### src/rtl/sbox_share_sched.sv
// sbox_share_sched
// ----------------
// Shares one external 4-lane (32-bit) combinational S-box bank between the
// round datapath (SubBytes over a 128-bit state, four beats) and key
// expansion (SubWord over one 32-bit word, one beat).
//
// Ports
//   clk, rst            rising-edge clock, synchronous active-high reset
//   st_req/st_in        state job request (level) and 128-bit state
//   st_ack              pulses in the cycle the state job is accepted
//   st_done/st_out      st_done pulses when st_out is valid; st_out held
//   key_req/key_in      key job request (level) and 32-bit word
//   key_ack             pulses in the cycle the key job is accepted
//   key_done/key_out    key_done pulses when key_out is valid; key_out held
//   sb_in/sb_out        to / from the shared S-box lanes (31:24 = lane 0)
//   busy                high whenever the scheduler is not IDLE
//
// Parameters
//   KEY_PRIO  tie-break from IDLE: 1 grants key, 0 grants state
//   ST_BEATS  beats per state job, must be 4
//
// Optional build macro: SBOX_SHARE_KEY_INTERLEAVE_EN
//   When defined, a pending key job may be slotted into the middle of a
//   state job (once per state job); the key word then lives in its own
//   register so the state work register is left intact.
module sbox_share_sched #(
    parameter int KEY_PRIO = 1,
    parameter int ST_BEATS = 4
) (
    input  logic         clk,
    input  logic         rst,
    input  logic         st_req,
    input  logic [127:0] st_in,
    output logic         st_ack,
    output logic         st_done,
    output logic [127:0] st_out,
    input  logic         key_req,
    input  logic [31:0]  key_in,
    output logic         key_ack,
    output logic         key_done,
    output logic [31:0]  key_out,
    output logic [31:0]  sb_in,
    input  logic [31:0]  sb_out,
    output logic         busy
);

    generate
        if (ST_BEATS != 4) begin : g_bad_beats
            $error("sbox_share_sched: ST_BEATS must be 4");
        end
    endgenerate

    localparam logic [1:0] LAST_BEAT = 2'd3;

    typedef enum logic [2:0] {
        IDLE,
        ST_BEAT,
        KEY_BEAT,
        DONE_ST,
        DONE_KEY
    } state_t;

    state_t       state_reg, state_next;
    logic [1:0]   cnt_reg, cnt_next;
    logic [127:0] work_reg;
    logic [95:0]  res_reg;        // words 0..2 of the state result in flight
    logic [127:0] st_out_reg;
    logic [31:0]  key_out_reg;
    logic [31:0]  work_words [4];
    logic [31:0]  key_word;
    logic         arb_en;
    logic         prefer_key;
    logic         grant_st;
    logic         grant_key;

    // Word 0 is the most significant word of the state.
    genvar gi;
    generate
        for (gi = 0; gi < 4; gi++) begin : g_words
            assign work_words[gi] = work_reg[127 - 32*gi -: 32];
        end
    endgenerate

`ifdef SBOX_SHARE_KEY_INTERLEAVE_EN
    logic [31:0] key_work_reg;
    logic        il_used_reg;     // this state job already hosted a key job
    logic        il_active_reg;   // current key job was slotted mid-state
    assign key_word = key_work_reg;
`else
    assign key_word = work_reg[31:0];
`endif

    always_comb begin
        state_next = state_reg;
        cnt_next   = cnt_reg;
        arb_en     = 1'b0;
        prefer_key = (KEY_PRIO != 0);
        grant_st   = 1'b0;
        grant_key  = 1'b0;
        sb_in      = 32'd0;

        case (state_reg)
            IDLE: begin
                arb_en = 1'b1;
            end
            ST_BEAT: begin
                sb_in    = work_words[cnt_reg];
                cnt_next = cnt_reg + 2'd1;
                if (cnt_reg == LAST_BEAT) begin
                    state_next = DONE_ST;
                end
`ifdef SBOX_SHARE_KEY_INTERLEAVE_EN
                else if (key_req && !il_used_reg) begin
                    // cnt still advances, so the resume point is saved in cnt_reg
                    grant_key  = 1'b1;
                    state_next = KEY_BEAT;
                end
`endif
            end
            KEY_BEAT: begin
                sb_in      = key_word;
                state_next = DONE_KEY;
            end
            DONE_ST: begin
                // Just-served state loses a tie so key cannot starve.
                state_next = IDLE;
                arb_en     = 1'b1;
                prefer_key = 1'b1;
            end
            DONE_KEY: begin
                state_next = IDLE;
                arb_en     = 1'b1;
                prefer_key = 1'b0;
`ifdef SBOX_SHARE_KEY_INTERLEAVE_EN
                if (il_active_reg) begin
                    state_next = ST_BEAT;
                    arb_en     = 1'b0;
                end
`endif
            end
            default: begin
                state_next = IDLE;
            end
        endcase

        if (arb_en) begin
            if (st_req && key_req) begin
                grant_key = prefer_key;
                grant_st  = !prefer_key;
            end else begin
                grant_key = key_req;
                grant_st  = st_req;
            end
        end

        if (grant_st) begin
            state_next = ST_BEAT;
            cnt_next   = 2'd0;
        end else if (grant_key) begin
            state_next = KEY_BEAT;
        end
    end

    always_ff @(posedge clk) begin
        if (rst) begin
            state_reg   <= IDLE;
            cnt_reg     <= 2'd0;
            work_reg    <= 128'd0;
            res_reg     <= 96'd0;
            st_out_reg  <= 128'd0;
            key_out_reg <= 32'd0;
        end else begin
            state_reg <= state_next;
            cnt_reg   <= cnt_next;
            if (grant_st) begin
                work_reg <= st_in;
            end
`ifndef SBOX_SHARE_KEY_INTERLEAVE_EN
            if (grant_key) begin
                work_reg[31:0] <= key_in;
            end
`endif
            if (state_reg == ST_BEAT) begin
                case (cnt_reg)
                    2'd0:    res_reg[95:64] <= sb_out;
                    2'd1:    res_reg[63:32] <= sb_out;
                    2'd2:    res_reg[31:0]  <= sb_out;
                    default: st_out_reg     <= {res_reg, sb_out};
                endcase
            end
            if (state_reg == KEY_BEAT) begin
                key_out_reg <= sb_out;
            end
        end
    end

`ifdef SBOX_SHARE_KEY_INTERLEAVE_EN
    always_ff @(posedge clk) begin
        if (rst) begin
            key_work_reg  <= 32'd0;
            il_used_reg   <= 1'b0;
            il_active_reg <= 1'b0;
        end else begin
            if (grant_key) begin
                key_work_reg <= key_in;
            end
            if (grant_st) begin
                il_used_reg <= 1'b0;
            end else if (grant_key && state_reg == ST_BEAT) begin
                il_used_reg   <= 1'b1;
                il_active_reg <= 1'b1;
            end
            if (state_reg == DONE_KEY) begin
                il_active_reg <= 1'b0;
            end
        end
    end
`endif

    // Acks come straight from arbitration; masked while reset is applied.
    assign st_ack   = grant_st & ~rst;
    assign key_ack  = grant_key & ~rst;
    assign st_done  = (state_reg == DONE_ST);
    assign key_done = (state_reg == DONE_KEY);
    assign st_out   = st_out_reg;
    assign key_out  = key_out_reg;
    assign busy     = (state_reg != IDLE);

endmodule

### config.mk
export PLATFORM = sky130hd
export DESIGN_NAME = sbox_share_sched
export DESIGN_NICKNAME = d
export VERILOG_FILES = /design/src/rtl/sbox_share_sched.sv
export SDC_FILE = /design/constraint.sdc
export NUM_CORES = 1
export LEC_CHECK = 0
export ABC_CLOCK_PERIOD_IN_PS = 2400
export CORE_MARGIN = 5
export CORE_UTILIZATION = 48
export DETAILED_ROUTE_END_ITERATION = 8
export PLACE_DENSITY = 0.77
export SYNTH_ARGS = -nofsm -noshare
export SYNTH_HDL_FRONTEND = slang
export SYNTH_SLANG_ARGS = --single-unit
### constraint.sdc
create_clock -name clk -period 2.4 [get_ports clk]
set_input_delay 0.48 -clock clk [delete_from_list [all_inputs] [get_ports clk]]
set_output_delay 0.48 -clock clk [all_outputs]
set_load 0.02 [all_outputs]
### Yosys cells after proc, flatten, opt, wreduce, memory -nomap -nowiden

Cells that the tools add are included.

| cells by class | value |
|---|---|
| add/sub/neg operators | 1 |
| order comparisons | 1 |
| eq/ne operators | 12 |
| muxes and demuxes | 16 |
| bitwise gates (word level) | 6 |
| reduce and logical (&&, ||, !) cells | 16 |

Operator list:

| cell | count |
|---|---|
| two-way mux 32 bit | 4 |
| binary-select mux 32 bit (select 2 bit) | 1 |
| one-hot mux 32 bit (2 select lines) | 1 |
| AND reduction 2 bit | 7 |
| one-hot mux 3 bit (3 select lines) | 1 |
| OR reduction 3 bit | 3 |
| two-way mux 1 bit | 7 |
| == test 3 x 2 -> 1 bit (second input constant) | 2 |
| != test 3 bit (second input constant) | 2 |
| == test 2 bit (second input constant) | 2 |
| != test 2 bit (second input constant) | 2 |
| != test 4 bit (second input constant) | 1 |
| == test 3 x 1 -> 1 bit (second input constant) | 1 |
| == test 3 bit (second input constant) | 1 |
| greater-or-equal comparator 3 bit (second input constant) | 1 |
| zero test 3 bit | 1 |
| two-way mux 3 bit | 1 |
| NOT 1 bit | 3 |
| NOT 2 -> 3 bit | 1 |
| nonzero test 3 bit | 1 |
| adder 2 x 1 -> 2 bit (second input constant) | 1 |
| AND 1 bit | 2 |
| == test 2 x 1 -> 1 bit (second input constant) | 1 |
| zero test 2 bit | 1 |
| 4 further kinds | 4 |

| word-level totals | value |
|---|---|
| register bits | 389 |
| bits of input ports | 196 |
| output and inout port bits | 197 |

### Logic depth before layout (Yosys ltp)

| depth | value |
|---|---|
| depth after elaboration | 6 |
| depth in mapped cells | 9 |
| gate-level depth less buffers | 5 |

### Worst setup path after synthesis

Ideal clock, no wire load.

| timing path | value |
|---|---|
| kind | reg2out |
| from | reg cnt_reg[1] |
| to | out sb_in[0] |
| arrival | 1733 ps |
| data required time | 1920 ps |
| slack | 187 ps |
| stages on the path, launching flop included | 5 |
| buffers on the path | 2 |
| cell sequence | dfxtp_1 -> clkbuf_1 -> buf_2 -> mux4_2 -> a22o_1 |

| on the way | value |
|---|---|
| word-level cells in the longest chain between the ends | 5 |

Ends and longest elaborated chain:

| what | line | RTL |
|---|---|---|
| from (decl) | 64 | `logic [1:0] cnt_reg, cnt_next;` |
| from (signal assigned) | 174 | `cnt_reg <= cnt_next;` |
| NOT 2 -> 3 bit (not written as such) | 107 | `sb_in = work_words[cnt_reg];` |
| binary-select mux 32 bit (select 2 bit) | 107 |  |
| two-way mux 32 bit (not written as such) (2 in a row) | 107 |  |
| one-hot mux 32 bit (2 select lines) | 102 | `case (state_reg)` |
| to (decl) | 42 | `output logic [31:0] sb_in,` |

No other way between the ends. The select of a mux whose other input is x is not followed.

### Final worst setup path

| timing path | value |
|---|---|
| from | reg cnt_reg[1] |
| to | out sb_in[22] |

The elaborated chain is that of the path after synthesis.

==> out/metrics.cfg <==
[worst_hold_path]
hold_end=st_out[56]
hp-class=flop to flop
holdCritStartpoint=res_reg[24]
worstHoldPathCells=2

[place]
io_buffers=392
gp_congestion=0.8721
placed_cells=2334
hpwl_mm=33.37

[floorplan]
boundaryPins=393
die_x_um=183.0
rows=63
start_util_pct=48.60
dieArea_um2=33490
dieHeight_um=183.0
coreArea_um2=29560

[job]
maxCapViolCount=0

[sta]
setup_viol=32
min_period_ps=2522
rsz0062_at_grt=true
holdWs_ps=439.9
period_share_pct=105.1
fin_ws_ps=-122.3
max_freq_ghz=0.3965
tns_ps=-2211
tightest_slew_ps=849.5
clock-skew-final_ps=16.93
slew_headroom_pct=43.36
hold_viol=0
final_max_slew_viol_count=0

[critical_path]
crit_path_max_fanout=7
startpoint_type=flop
critPathArrivalTime_ps=2040
reg2reg_slack_ps=320
worstReg2RegStart=state_reg[0]
path_cells=buf_12, buf_6, mux4_2, a22o_1, buf_6
setup.worst_path.class=flop to output pin
critical-path-slowest-cell=mux4_2
rr_worst_depth=7
cp_common_cell=buf_6
r2r_end=st_out[77]
crit_path_end_kind=output pin
cpPeakStageDelay_ps=480
cp.required_ps=1920

[layout]
stdcell_count=2423
area_growth_pct=42.45
drive_gt1_share_pct=10.76
fin_util_pct=69.23
nets=2200

[cts]
root_buffer=clkbuf_16
ctsHoldBuffers=0
h-tree-depth=2
cts_sinks=389
clk_pin_slew_ps=60
clk_latency_ps=540
cts_tree=yes
cts_buffer_depth=3
cts_buffers=40

[synthesis]
synth_top_family_by_area=compound AO/OA/AOI/OAI gates
synthSimpleGateAreaFrac_pct=16.95
syn-cell-area_um2=14370
synth_fp_nets=1829
synth.most_common_cell=nand2_1
synth_seq_cells=389
yosysSeqAreaShare_pct=54.21
synth-xor-area-share_pct=0.06097
synthTopCellsByArea=dfxtp_1, nand2_1, a21oi_1
synth-edff-count=0
synth_warnings=0
netlist_instances=1628
synth_largest_area_cell=dfxtp_1
yosysUniqueCellTypes=32
synthArstFlopShare_pct=0
muxShareOfSynthArea_pct=5.017
synth.avg_cell_area_um2=8.824
ys.flop_type=dfxtp_1
synth_compound_area_share_pct=19.18
yosysTopAreaCellShare_pct=54.21
synth_fa_ha_area_share_pct=0.4355
netlist_top_cells_count=nand2_1, dfxtp_1, a21oi_1

[grt]
overflow=0
grt_max_degree=184
grt_first_pass_wirelength_mm=73.92
grt_pass1_vias=13460
antenna_found_initial=7
track_usage_pct=27.41

[power]
p_leak_nw=7.379
finalPower_mw=14.84
peakVddDrop_mv=0.4330
p_per_area_nw_per_um2=725.3

[route]
vias=13470
wirelength_mm=48.42
ant_nets=0
drt-initial-drc-count=1063
viasPerCell=5.560
wl_per_cell_um=19.99
drt-pass1-iter-count=5
drc=0

[run_status]
status=finished, violations left
violations=setup timing

-- where the power goes --
part	switching (mW)	internal [mW]
registers	0.171	6.70
clock network	2.54	3.82
logic	0.823	0.788
total	3.54	11.3
-- layout by cell type (no fill, tap or decap), types with 7 or more instances in the layout --
cell type        instances
nand2_1                579
dfxtp_1                384
clkdlybuf4s50_1        354
a21oi_1                258
a22o_1                 127
buf_4                   46
clkbuf_16               40
nor2_1                  36
mux4_2                  32
a311oi_1                32
buf_6                   27
buf_12                  20
buf_2                   13
clkbuf_8                10
diode_2                  7
clkbuf_1                 7
-- kinds of logic (layout without fill, tap and decap cells) --
logic type / Yosys count / after routing
XOR/XNOR: 1 / 1
buffers and inverters: 141 / 539
AND/OR/NAND/NOR: 634 / 634
flip-flops: 389 / 389
multiplexers: 32 / 32
AO/OA/AOI/OAI: 426 / 426
adder cells (fa/ha/maj): 5 / 5
other: 0 / 7
-- layer usage --
layer / routed length (um) / up-vias / part of all wire, % / global-route usage, %
met4: 1933 / 2 / 4.0 / 10.43
met1: 18380 / 6506 / 38 / 32.42
met2: 23890 / 567 / 49 / 47.80
li1: - / 6287 / - / -
met3: 4194 / 109 / 8.7 / 7.299
met5: 20 / - / 0.041 / 0
-- worst max-delay path, delay by kind of cell (launching register included) --
family,cells,cell delay [ps]
AOI/OAI and AO/OA,1,230
buffers and inverters,3,390
DFF,1,410
muxes,1,480
-- metrics by stage --
step / worst slack [ps] / area [um^2]
CTS: -193.3 / 20380
floorplan: 186.9 / 14370
global route: -174.0 / 20460
detailed placement: -502.3 / 18940
global placement: -472.7 / 18940
finish: -122.3 / 20460
-- worst max-delay path by stage --
stage / endpoint / cells past startpoint / start / slack, ps
floorplan: sb_in[0] / 4 / cnt_reg[1] / 190
global placement: key_ack / 5 / st_req / -470
detailed placement: key_ack / 5 / st_req / -500
CTS: sb_in[29] / 4 / cnt_reg[1] / -190
global route: sb_in[31] / 5 / cnt_reg[1] / -170
finish: sb_in[22] / 5 / cnt_reg[1] / -120
-- repair_timing --
action,4_1_cts,5_1_grt
resized for setup,172,34
endpoints found under the setup margin,37,36
cloned,2,0
pin swaps,3,6
setup buffers,8,5
-- cell type report --
type	count	area [um^2]
tap	390	488.0
antenna	7	17.52
clock buffer	57	1165
clock inverter	12	193.9
inverter	5	18.77
sequential	389	7796
timing repair buffer	465	4718
multi-input combinational	1098	6066
fill	2343	9096
(Power assumes the default switching activity.)
